==> src/rtl/imem_loader.sv <==
// Streams a program into instruction memory while holding the processor in reset, then releases it.
// Optional feature: LOADER_CHECKSUM_EN treats the in_last word as a checksum of the written words.
module imem_loader #(
    parameter int unsigned DataWidth   = 16,
    parameter int unsigned AddrBits    = 8,
    parameter int unsigned FlushCycles = 2
) (
    input  logic                 CLK,
    input  logic                 RST,
    input  logic                 start,
    input  logic                 in_valid,
    input  logic [DataWidth-1:0] in_data,
    input  logic                 in_last,
    output logic                 in_ready,
    output logic                 imem_we,
    output logic [AddrBits-1:0]  imem_addr,
    output logic [DataWidth-1:0] imem_wdata,
    output logic                 cpu_rst,
    output logic                 done,
    output logic                 error,
    output logic [AddrBits:0]    word_count
);

    localparam int unsigned CountW = AddrBits + 1;
    localparam int unsigned FlushW = 4;
    localparam logic [AddrBits-1:0] LastAddr = '1;

    typedef enum logic [2:0] {IDLE, LOAD, FLUSH, RUN, ERROR} state_t;

    state_t                state, state_n;
    logic [AddrBits-1:0]   ptr, ptr_n;
    logic [CountW-1:0]     word_count_n;
    logic [FlushW-1:0]     flush_cnt, flush_cnt_n;
    logic                  imem_we_n;
    logic [AddrBits-1:0]   imem_addr_n;
    logic [DataWidth-1:0]  imem_wdata_n;
    logic                  xfer, wr, sum_ok;
`ifdef LOADER_CHECKSUM_EN
    logic [DataWidth-1:0]  sum, sum_n;
`endif

    // State and registered outputs
    always_ff @(posedge CLK) begin
        if (!RST) begin
            state      <= IDLE;
            ptr        <= '0;
            word_count <= '0;
            flush_cnt  <= '0;
            in_ready   <= 1'b0;
            imem_we    <= 1'b0;
            imem_addr  <= '0;
            imem_wdata <= '0;
            cpu_rst    <= 1'b1;
            done       <= 1'b0;
            error      <= 1'b0;
`ifdef LOADER_CHECKSUM_EN
            sum        <= '0;
`endif
        end else begin
            state      <= state_n;
            ptr        <= ptr_n;
            word_count <= word_count_n;
            flush_cnt  <= flush_cnt_n;
            in_ready   <= (state_n == LOAD);
            imem_we    <= imem_we_n;
            imem_addr  <= imem_addr_n;
            imem_wdata <= imem_wdata_n;
            cpu_rst    <= (state_n != RUN);
            done       <= (state_n == RUN);
            error      <= (state_n == ERROR);
`ifdef LOADER_CHECKSUM_EN
            sum        <= sum_n;
`endif
        end
    end

    // Next-state, pointer and write-port logic
    always_comb begin
        state_n      = state;
        ptr_n        = ptr;
        word_count_n = word_count;
        flush_cnt_n  = flush_cnt;
        imem_we_n    = 1'b0;
        imem_addr_n  = imem_addr;
        imem_wdata_n = imem_wdata;
        xfer         = in_valid & in_ready;
`ifdef LOADER_CHECKSUM_EN
        sum_n        = sum;
        wr           = xfer & ~in_last;
        sum_ok       = (in_data == sum);
`else
        wr           = xfer;
        sum_ok       = 1'b1;
`endif

        case (state)
            IDLE, RUN, ERROR: begin
                if (start) begin
                    state_n      = LOAD;
                    ptr_n        = '0;
                    word_count_n = '0;
`ifdef LOADER_CHECKSUM_EN
                    sum_n        = '0;
`endif
                end
            end
            LOAD: begin
                if (wr) begin
                    imem_we_n    = 1'b1;
                    imem_addr_n  = ptr;
                    imem_wdata_n = in_data;
                    ptr_n        = ptr + AddrBits'(1);
                    word_count_n = word_count + CountW'(1);
`ifdef LOADER_CHECKSUM_EN
                    sum_n        = sum + in_data;
`endif
                end
                // Overflow only when the final address is written by a non-last word
                if (xfer && in_last) begin
                    state_n     = sum_ok ? FLUSH : ERROR;
                    flush_cnt_n = '0;
                end else if (wr && (ptr == LastAddr)) begin
                    state_n = ERROR;
                end
            end
            FLUSH: begin
                if (flush_cnt == FlushW'(FlushCycles)) begin
                    state_n = RUN;
                end else begin
                    flush_cnt_n = flush_cnt + FlushW'(1);
                end
            end
            default: state_n = IDLE;
        endcase
    end

endmodule

==> config.mk <==
export PLATFORM = sky130hd
export DESIGN_NAME = imem_loader
export DESIGN_NICKNAME = d
export VERILOG_FILES = /design/src/rtl/imem_loader.sv
export SDC_FILE = /design/constraint.sdc
export NUM_CORES = 1
export LEC_CHECK = 0
export CAP_MARGIN = 25
export CORE_MARGIN = 1.5
export CORE_UTILIZATION = 24
export CTS_CLUSTER_SIZE = 28
export DETAILED_ROUTE_END_ITERATION = 6
export GPL_ROUTABILITY_DRIVEN = 0
export PLACE_DENSITY_LB_ADDON = 0.2
export SETUP_SLACK_MARGIN = 0.3
export SYNTH_ARGS = -nofsm -noshare
export SYNTH_HDL_FRONTEND = slang
export SYNTH_SLANG_ARGS = --single-unit
export TNS_END_PERCENT = 20
==> constraint.sdc <==
create_clock -name CLK -period 2.15 [get_ports CLK]
set_input_delay 0.43 -clock CLK [delete_from_list [all_inputs] [get_ports CLK]]
set_output_delay 0.43 -clock CLK [all_outputs]
set_load 0.02 [all_outputs]
==> results.md, run 1 <==
- Max-slew headroom: 0.686
- Worst-Margin Slew: 0.470 ns
- Detailed Route WL: 5760 um
- Util after Layout: 0.341
- Top cell type by total area after synthesis: dfxtp_1
- Routed vias/inst: 4.54
- Count leader, synth: nand2_1
- Worst-path cell chain: clkdlybuf4s50_1
- Critical Path Source Type: flop
- Pwr dens: 575 nW/um2
- Setup crit end kind: output port
- Wire length per cell: 12.6 um
- DRT iter0 DRCs: 112
- # rows: 35
- Clock tree from TritonCTS: yes
- Ys async rst share: 0
- Total number of vias: 2,075
- Seq/Total Area, Yosys: 0.460
- Grt ovf: 0
- DP HPWL: 3760 um
- Final setup TNS: 0 ns
- N_diodes: 0
- Slowest CP cell: clkdlybuf4s50_1
- Die area: 10,200 um2
- Routed Antenna Nets: 0
- Nets@finish: 352
- Initial antenna violation count: 0
- HP Class: flop to flop
- Max incr delay on CP: 0.64 ns
- Kind of critical path: flop to output port
- Final hold vios: 0
- Synth top cells by count: 70 x nand2_1, 53 x dfxtp_1, 31 x a21oi_1
- Final hold slack: 0.456 ns
- Status: finished, final reports clean
- Final setup viols: 0
- Clock-pin slew on the worst setup and hold paths: 0.11 ns
- Layout area overhead: 37.3%
- Buf/Inv on CP: 1
- Multi-input logic area: 1170 um2
- Yosys reg bits: 53
- Ranking of synthesized cells by area: dfxtp_1 46%, nand2_1 11%, a21oi_1 6.7%, a2111o_1 3.9%, mux2i_1 3.0%
- Synthesized instance count: 268
- Buffers on Ports: 58
- Reg area: 1060 um2
- DRT Pass-1 Iters: 4
- CTS Buf Count: 5
- CTS H-Tree Depth: 2
- Clock Sinks: 53
- Delay-heaviest family, CP: buffers and inverters
- Synth Area per Inst: 8.60 um2
- Arr. time, crit path: 1.41 ns
- CTS max path bufs: 2
- Worst slack, placed: 0.0810 ns
- Pin count of the biggest net entering global routing: 49
- Post CTS Setup Buffer Count: 0
- Net count after synthesis: 293
- Die width: 101 um
- Share of post-route cells with drive strength above 1: 0.0823
- Distinct cell type count after synthesis: 41
- EDFF count, synth: 0
- Top_reg_cell synth: dfxtp_1
- Clock latency at the later pin of the worst-skew pair: 0.31 ns
- First-pass GRT wire length: 9670 um
- Max IR drop VDD: 234 uV
- LEAKAGE: 1.11 nW
- Crit path required time: 1.72 ns
- GRT Util Overall: 0.119
- Number of global-route vias before repair: 1,939
- Yosys Warn Count: 0
- Critical path peak fanout: 6
- Cell Area, Synth: 2300 um2
- Fillers: 992
- Initial Util: 0.248
- Final WS setup: 0.309 ns
- Die height: 101 um
- Cts hold-fix bufs: 0
- Worst clock skew: 0.00847 ns
- Final Critical Period: 1.84 ns
- RSZ-0062 raised after global routing: yes
- Clk root buf: clkbuf_8
- Maxcap violations: 0
- Max Slew Vio Count: 0
- Placeable core region: 9280 um2
- F_max: 543 MHz
- Io pins: 59
- # DRC: 0
- Synth top area share: 0.460
- Final period util: 0.856
per-stage QoR:
stage / std cells / power, mW / area (um2)
2_1_floorplan: 268 / 1.14 / 2300
3_3_place_gp: 449 / 1.24 / 3070
3_5_place_dp: 449 / 1.24 / 3070
4_1_cts: 457 / 1.86 / 3160
5_1_grt: 457 / 1.92 / 3160
6_report: 457 / 1.82 / 3160
sequential cells by signal (all words and copies together), names as in the netlist:
signal	cells
imem_wdata	16
word_count	9
imem_addr	8
ptr	8
flush_cnt	4
state	3
cpu_rst	1
done	1
error	1
imem_we	1
in_ready	1
layout make-up:
class | instances | share of cell area
well taps | 129 | 0.0510
repair buffers | 66 | 0.211
clock inverters | 3 | 0.00791
flip-flops and latches | 53 | 0.335
multi-input cells | 199 | 0.371
inverters | 2 | 0.00237
clock buffers | 5 | 0.0217
layer usage:
| metal | GRT usage | part of all wire |
|---|---|---|
| met4 | 0.0353 | 0.011 |
| met5 | 0 | 0 |
| met3 | 0.0291 | 0.060 |
| met2 | 0.182 | 0.41 |
| met1 | 0.165 | 0.51 |
cell families (layout without fill, tap and decap cells):
kind of cell / Yosys count / in the layout / synth area share
muxes: 7 / 7 / 0.0304
buffers and inverters: 16 / 76 / 0.0326
adders and majority gates: 4 / 4 / 0.0217
and+or+nand+nor: 126 / 126 / 0.272
DFF: 53 / 53 / 0.460
AOI/OAI and AO/OA: 62 / 62 / 0.183
repair_timing:
item	4_1_cts	5_1_grt
gates resized for setup	1	1
endpoints found under the setup margin	2	9
gates cloned	0	0
power by group:
group | switching [mW] | total [mW] | leakage (nW) | internal (mW)
Sequential | 0.0194 | 1.02 | 0.428 | 0.997
Combinational | 0.106 | 0.201 | 0.640 | 0.0951
Clock | 0.367 | 0.603 | 0.0447 | 0.236
path summary, 6_finish.rpt:
kind | from | slack (ns) | depth (start not counted) | end
setup / recovery | word_count[1] | 0.31 | 1 | word_count[1]
hold / removal | imem_wdata[1] | 0.46 | 2 | imem_wdata[1]
setup reg to reg | state[0] | 0.40 | 5 | ptr[4]
hold reg to reg | imem_wdata[1] | 0.46 | 2 | imem_wdata[1]
placed cells by master (no fill, tap or decap), drive strengths merged, types with 3 or more instances in the layout:
cell type      synthesis  layout
nand3                  9       9
o2111ai                8       8
nor3                   7       7
nand2                 70      70
and4                   3       3
dfxtp                 53      53
o21ai                  7       7
a21oi                 31      31
nor2                   7       7
nor3b                  3       3
mux2i                  7       7
nand2b                 7       7
buf                    9       8
clkdlybuf4s50          0      56
clkbuf                 5       5
nand4                  5       5
inv                    2       3
ha                     4       4
a2111o                 8       8
No activity file was read; power rests on OpenSTA's default activity.
==> inputs of run 2 (changes only) <==
--- a/config.mk
+++ b/config.mk
@@ -12,5 +12,5 @@
 export DETAILED_ROUTE_END_ITERATION = 6
 export GPL_ROUTABILITY_DRIVEN = 0
-export PLACE_DENSITY_LB_ADDON = 0.2
+export PLACE_DENSITY_LB_ADDON = 0.1
 export SETUP_SLACK_MARGIN = 0.3
 export SYNTH_ARGS = -nofsm -noshare
==> constraint.sdc (replaced) <==
create_clock -name CLK -period 1.7 [get_ports CLK]
set_input_delay 0.255 -clock CLK [delete_from_list [all_inputs] [get_ports CLK]]
set_output_delay 0.255 -clock CLK [all_outputs]
set_load 0.02 [all_outputs]
==> results.md, run 2 (synthesis results as in run 1) <==
- Placed Instances: 464 (was 449)
- Commonest non-fill, non-tap cell in the layout: nand2_1 (unchanged)
- Clock latency at the later pin of the worst-skew pair: 0.31 ns (about the same)
- Clock Sinks: 53 (unchanged)
- Sw frac: 0.243 (was 0.270)
- Max Slew Vio Count: 0 (unchanged)
- Clock power share: 0.366 (was 0.331)
- Die area: 10,200 um2 (unchanged)
- Clk root buf: clkbuf_8 (unchanged)
- Total number of vias: 2,212 (was 2,075)
- Critical path peak fanout: 3 (was 6)
- CTS Buf Count: 5 (unchanged)
- Critical Path Source Type: flop (unchanged)
- CTS H-Tree Depth: 2 (unchanged)
- Placeable core region: 9280 um2 (unchanged)
- Commonest cells after routing, fill and taps aside: 70 x nand2_1, 49 x dfxtp_1, 47 x clkdlybuf4s50_1 (was 70 x nand2_1, 56 x clkdlybuf4s50_1, 53 x dfxtp_1)
- Arr. time, crit path: 1.29 ns (was 1.41 ns)
- Pwr Total: 2.50 mW (was 1.82 mW)
- Buf/Inv on CP: 1 (unchanged)
- Routed vias/inst: 4.64 (was 4.54)
- Final hold vios: 0 (unchanged)
- Nets@finish: 372 (was 352)
- Wire length per cell: 13.2 um (was 12.6 um)
- Setup crit end kind: output port (unchanged)
- Routed Antenna Nets: 0 (unchanged)
- Initial antenna violation count: 0 (unchanged)
- Final instance area: 3420 um2 (was 3160 um2)
- Util after Layout: 0.369 (was 0.341)
- DRT Pass-1 Iters: 4 (unchanged)
- Layout area overhead: 48.5% (was 37.3%)
- Largest regs: imem_wdata (16), word_count (9) (unchanged)
- Worst slack, placed: -0.241 ns (was 0.0810 ns)
- Clock-pin slew on the worst setup and hold paths: 0.10 ns (was 0.11 ns)
- Flip-flop count of the largest register after layout: 16 (unchanged)
- Io pins: 59 (unchanged)
- Sw Pwr: 0.607 mW (was 0.492 mW)
- Pwr dens: 730 nW/um2 (was 575 nW/um2)
- Flop pwr share: 0.512 (was 0.558)
- DP HPWL: 4130 um (was 3760 um)
- Cts hold-fix bufs: 0 (unchanged)
- Buffers on Ports: 58 (unchanged)
- Max-slew headroom: 0.780 (was 0.686)
- # DRC: 0 (unchanged)
- Kind of critical path: flop to output port (unchanged)
- Final period util: 0.906
- Number of global-route vias before repair: 2,018 (was 1,939)
- Final WS setup: 0.159 ns (was 0.309 ns)
- Max incr delay on CP: 0.61 ns (was 0.64 ns)
- Slowest CP cell: clkdlybuf4s50_1 (unchanged)
- Worst-path cell chain: clkdlybuf4s50_1 (unchanged)
- Clock tree from TritonCTS: yes (unchanged)
- DRT iter0 DRCs: 80 (was 112)
- Pin count of the biggest net entering global routing: 26 (was 49)
- # rows: 35 (unchanged)
- Die width: 101 um (unchanged)
- Initial Util: 0.248 (unchanged)
- Share of post-route cells with drive strength above 1: 0.170 (was 0.0823)
- Worst clock skew: 0.00668 ns (was 0.00847 ns)
- Delay-heaviest family, CP: buffers and inverters (unchanged)
- Placed Instance Area: 3180 um2 (was 3070 um2)
- Crit path required time: 1.44 ns (was 1.72 ns)
- LEAKAGE: 1.30 nW (was 1.11 nW)
- RSZ-0062 raised after global routing: yes (unchanged)
- Detailed Route WL: 6300 um (was 5760 um)
- Cell internal power dissipation: 1.89 mW (was 1.33 mW)
- Reg with most FFs: imem_wdata (unchanged)
- Worst-Margin Slew: 0.331 ns (was 0.470 ns)
- Fillers: 983 (was 992)
- F_max: 649 MHz
- Die height: 101 um (unchanged)
- Logic pwr share: 0.123 (was 0.111)
- GRT Util Overall: 0.126 (was 0.119)
- Maxcap violations: 0 (unchanged)
- Status: finished, final reports clean (unchanged)
- Final Critical Period: 1.54 ns
- Grt ovf: 0 (unchanged)
- CTS max path bufs: 2 (unchanged)
- First-pass GRT wire length: 10,200 um (was 9670 um)
- N_diodes: 0 (unchanged)
- Max IR drop VDD: 393 uV (was 234 uV)
- Finished Layout Cells: 477 (was 457)
- Final setup viols: 0 (unchanged)
- HP Class: input pin to flop (was flop to flop)
run 2: area by class of cell:
cell class | count | area (um2) | area share
flip-flops and latches | 53 | 1070 | 0.314
multi-input cells | 200 | 1240 | 0.363
inverters | 2 | 7.51 | 0.00219
clock inverters | 2 | 36.3 | 0.0106
well taps | 129 | 161 | 0.0472
repair buffers | 85 | 817 | 0.239
clock buffers | 6 | 82.6 | 0.0241
run 2: path summary, 6_finish.rpt:
path                      start  cells past startpoint  slack (ns)            end
setup / recovery  word_count[8]                      1        0.16  word_count[8]
hold / removal            start                      3        0.44       state[2]
setup reg to reg       state[0]                      5        0.21   flush_cnt[1]
hold reg to reg    imem_addr[5]                      2        0.46   imem_addr[5]
run 2: worst register-to-register path, stage by stage (launching register included):
cell and delay, ns:
dfxtp_4 0.38, buf_6 0.12, or3b_4 0.41, o22ai_4 0.20, mux2i_1 0.21, nor2_1 0.05
run 2: per-layer routing:
layer  track usage  vias up  routed length [um]
met5             0        -                   0
met4        0.0502        0                 133
met1         0.168     1022                3000
li1              -     1109                   -
met3        0.0284       13                 318
met2         0.198       68                2840
run 2: what timing repair did:
item                       4_1_cts  5_1_grt
cloned                           1        0
setup buffers                    2        2
resized for setup               13       24
pin swaps                        0        7
setup endpoints to repair       89       85
run 2: power groups by stage:
stage / logic (mW) / registers, mW / clock network, mW
2_1_floorplan: 0.119 / 1.32 / 0
3_3_place_gp: 0.282 / 1.31 / 0
3_5_place_dp: 0.281 / 1.31 / 0
4_1_cts: 0.292 / 1.28 / 0.964
5_1_grt: 0.333 / 1.28 / 1.02
6_report: 0.306 / 1.28 / 0.913
run 2: stage by stage:
| stage | hold WS, ns | TNS (ns) |
|---|---|---|
| 3_3_place_gp | 0.441 | -4.29 |
| 3_5_place_dp | 0.447 | -5.87 |
| 5_1_grt | 0.468 | 0 |
| 4_1_cts | 0.424 | 0 |
| 6_report | 0.436 | 0 |
| 2_1_floorplan | 0.391 | 0 |
==> inputs of run 3 (changes only) <==
- GPL_TIMING_DRIVEN: not set -> 1
- TNS_END_PERCENT: 20 -> not set
==> results.md, run 3 (synthesis results as in run 1) <==
- Status: finished, final reports clean (unchanged)
- Initial antenna violation count: 0 (unchanged)
- Final WS setup: 0.196 ns (was 0.159 ns)
- DP HPWL: 4140 um (was 4130 um)
- Wire length per cell: 13.9 um (was 13.2 um)
- CTS H-Tree Depth: 2 (unchanged)
- Commonest cells after routing, fill and taps aside: 68 x nand2_1, 41 x dfxtp_1, 37 x dlygate4sd2_1 (was 70 x nand2_1, 49 x dfxtp_1, 47 x clkdlybuf4s50_1)
- GRT Util Overall: 0.125 (was 0.126)
- Critical R2R Capture: ptr[4] (was flush_cnt[1])
- Grt ovf: 0 (unchanged)
- Kind of critical path: flop to flop (was flop to output port)
- Flop pwr share: 0.530 (was 0.512)
- Clock latency at the later pin of the worst-skew pair: 0.31 ns (about the same)
- Crit path required time: 1.96 ns (was 1.44 ns)
- Critical Path Start: state[2] (was word_count[8])
- Final Critical Period: 1.50 ns (was 1.54 ns)
- DRT Pass-1 Iters: 4 (unchanged)
- Clock Sinks: 53 (unchanged)
- CTS Buf Count: 5 (unchanged)
- Worst setup endpoint: ptr[4] (was word_count[8])
- Final instance area: 3620 um2 (was 3420 um2)
- CP Depth: 4 (was 1)
- Cell internal power dissipation: 1.75 mW (was 1.89 mW)
- Flip-flop count of the largest register after layout: 16 (unchanged)
- Reg with most FFs: imem_wdata (unchanged)
- Max-slew headroom: 0.776 (was 0.780)
- Largest regs: imem_wdata (16), word_count (9) (unchanged)
- Max IR drop VDD: 306 uV (was 393 uV)
- Slowest CP cell: dfxtp_4 (was clkdlybuf4s50_1)
- Commonest non-fill, non-tap cell in the layout: nand2_1 (unchanged)
- Routed Antenna Nets: 0 (unchanged)
- Fillers: 1,001 (was 983)
- Initial Util: 0.248 (unchanged)
- Worst-path cell chain: and4b_4 -> or3_4 -> a2111o_1 -> nand2_1 (was clkdlybuf4s50_1)
- Critical path peak fanout: 8 (was 3)
- R2r startpoint: state[2] (was state[0])
- Worst-Margin Slew: 0.336 ns (was 0.331 ns)
- DRT iter0 DRCs: 108 (was 80)
- Max incr delay on CP: 0.41 ns (was 0.61 ns)
- Worst clock skew: 0.00637 ns (was 0.00668 ns)
- Clock tree from TritonCTS: yes (unchanged)
- Io pins: 59 (unchanged)
- Sw Pwr: 0.669 mW (was 0.607 mW)
- Pwr Total: 2.42 mW (was 2.50 mW)
- # DRC: 0 (unchanged)
- Sw frac: 0.277 (was 0.243)
- Delay-heaviest family, CP: simple AND/OR/NAND/NOR gates (was buffers and inverters)
- LEAKAGE: 1.48 nW (was 1.30 nW)
- Buf/Inv on CP: 0 (was 1)
- # rows: 35 (unchanged)
- Die width: 101 um (unchanged)
- Worst slack, placed: -0.185 ns (was -0.241 ns)
- Routed vias/inst: 4.59 (was 4.64)
- Share of post-route cells with drive strength above 1: 0.265 (was 0.170)
- Worst Reg-to-Reg Cells: 4 (was 5)
- Die height: 101 um (unchanged)
- Maxcap violations: 0 (unchanged)
- Final hold slack: 0.445 ns (was 0.436 ns)
- Clock-pin slew on the worst setup and hold paths: 0.11 ns (was 0.10 ns)
- F_max: 665 MHz (was 649 MHz)
- Pin count of the biggest net entering global routing: 28 (was 26)
- HP Class: input pin to flop (unchanged)
- RSZ-0062 raised after global routing: yes (unchanged)
- Placed Instance Area: 3190 um2 (was 3180 um2)
- Critical Path Source Type: flop (unchanged)
- Setup crit end kind: flop (was output port)
- Arr. time, crit path: 1.76 ns (was 1.29 ns)
- Final hold vios: 0 (unchanged)
- Placeable core region: 9280 um2 (unchanged)
- Detailed Route WL: 6750 um (was 6300 um)
- Number of global-route vias before repair: 1,972 (was 2,018)
- Die area: 10,200 um2 (unchanged)
- Nets@finish: 382 (was 372)
- Layout area overhead: 56.9% (was 48.5%)
- Pwr dens: 668 nW/um2 (was 730 nW/um2)
- Clock power share: 0.317 (was 0.366)
- Total number of vias: 2,233 (was 2,212)
- Cts hold-fix bufs: 0 (unchanged)
- N_diodes: 0 (unchanged)
- First-pass GRT wire length: 10,000 um (was 10,200 um)
- Max Slew Vio Count: 0 (unchanged)
- Buffers on Ports: 58 (unchanged)
- Logic pwr share: 0.153 (was 0.123)
- Worst reg2reg setup slack: 0.20 ns (was 0.21 ns)
- Final setup viols: 0 (unchanged)
- Clk root buf: clkbuf_8 (unchanged)
- Final period util: 0.885 (was 0.906)
- CTS max path bufs: 2 (unchanged)
## run 3: changes by cell type in the layout (fill, tap and decap cells not counted), sizes merged
cell           previous run  this run
clkdlybuf4s50            47        18
clkinv                    0         2
clkdlybuf4s15             0         1
dlygate4sd2               9        37
bufinv                    1         0
buf                      27        34
clkbuf                    6         8
## run 3: cell type report
| cell class | instances | area, um2 | area share |
|---|---|---|---|
| Sequential cell | 53 | 1090 | 0.300 |
| Timing Repair Buffer | 95 | 918 | 0.254 |
| Inverter | 2 | 7.51 | 0.00208 |
| Clock inverter | 3 | 26.3 | 0.00726 |
| Multi-Input combinational cell | 200 | 1350 | 0.373 |
| Clock buffer | 5 | 68.8 | 0.0190 |
| Tap cell | 129 | 161 | 0.0446 |
## run 3: timing repair
| action | 4_1_cts | 5_1_grt |
|---|---|---|
| cloned | 1 | 3 |
| setup endpoints to repair | 88 | 56 |
| buffers inserted | 6 | 7 |
| gates resized for setup | 63 | 45 |
| pin swaps | 6 | 12 |
## run 3: power by group through the flow
stage | Sequential, mW | Combinational [mW] | Clock, mW
2_1_floorplan | 1.32 | 0.121 | 0
3_3_place_gp | 1.31 | 0.287 | 0
3_5_place_dp | 1.31 | 0.286 | 0
4_1_cts | 1.28 | 0.306 | 0.814
5_1_grt | 1.28 | 0.397 | 0.860
6_report | 1.28 | 0.371 | 0.766
## run 3: how the worst min path moves through the flow
stage                        start        endpoint  cells past startpoint  slack (ns)
detailed placement  imem_wdata[11]  imem_wdata[11]                      2        0.45
floorplan               in_data[0]   imem_wdata[0]                      2        0.39
CTS                          start        state[2]                      3        0.43
global route                 start        state[2]                      3        0.44
finish                       start        state[2]                      3        0.44
global placement     imem_wdata[8]   imem_wdata[8]                      2        0.44
## run 3: per-stage QoR
step	TNS (ns)	cells	util
2_1_floorplan	0	268	-
5_1_grt	0	487	0.390
3_5_place_dp	-2.89	462	0.343
3_3_place_gp	-2.55	462	0.343
6_report	0	487	0.390
4_1_cts	0	477	0.363
## run 3: metal layers
layer,up-vias,part of all wire,track usage,routed length [um]
li1,1138,-,-,-
met1,1032,0.49,0.171,3320
met2,55,0.45,0.203,3050
met3,8,0.047,0.0243,319
met4,0,0.0084,0.0321,57
met5,-,0,0,0
## run 3: worst register-to-register path, cell delays in order, from the launching register on
cell and delay [ns]:
dfxtp_4 0.41, and4b_4 0.24, or3_4 0.39, a2111o_1 0.36, nand2_1 0.06
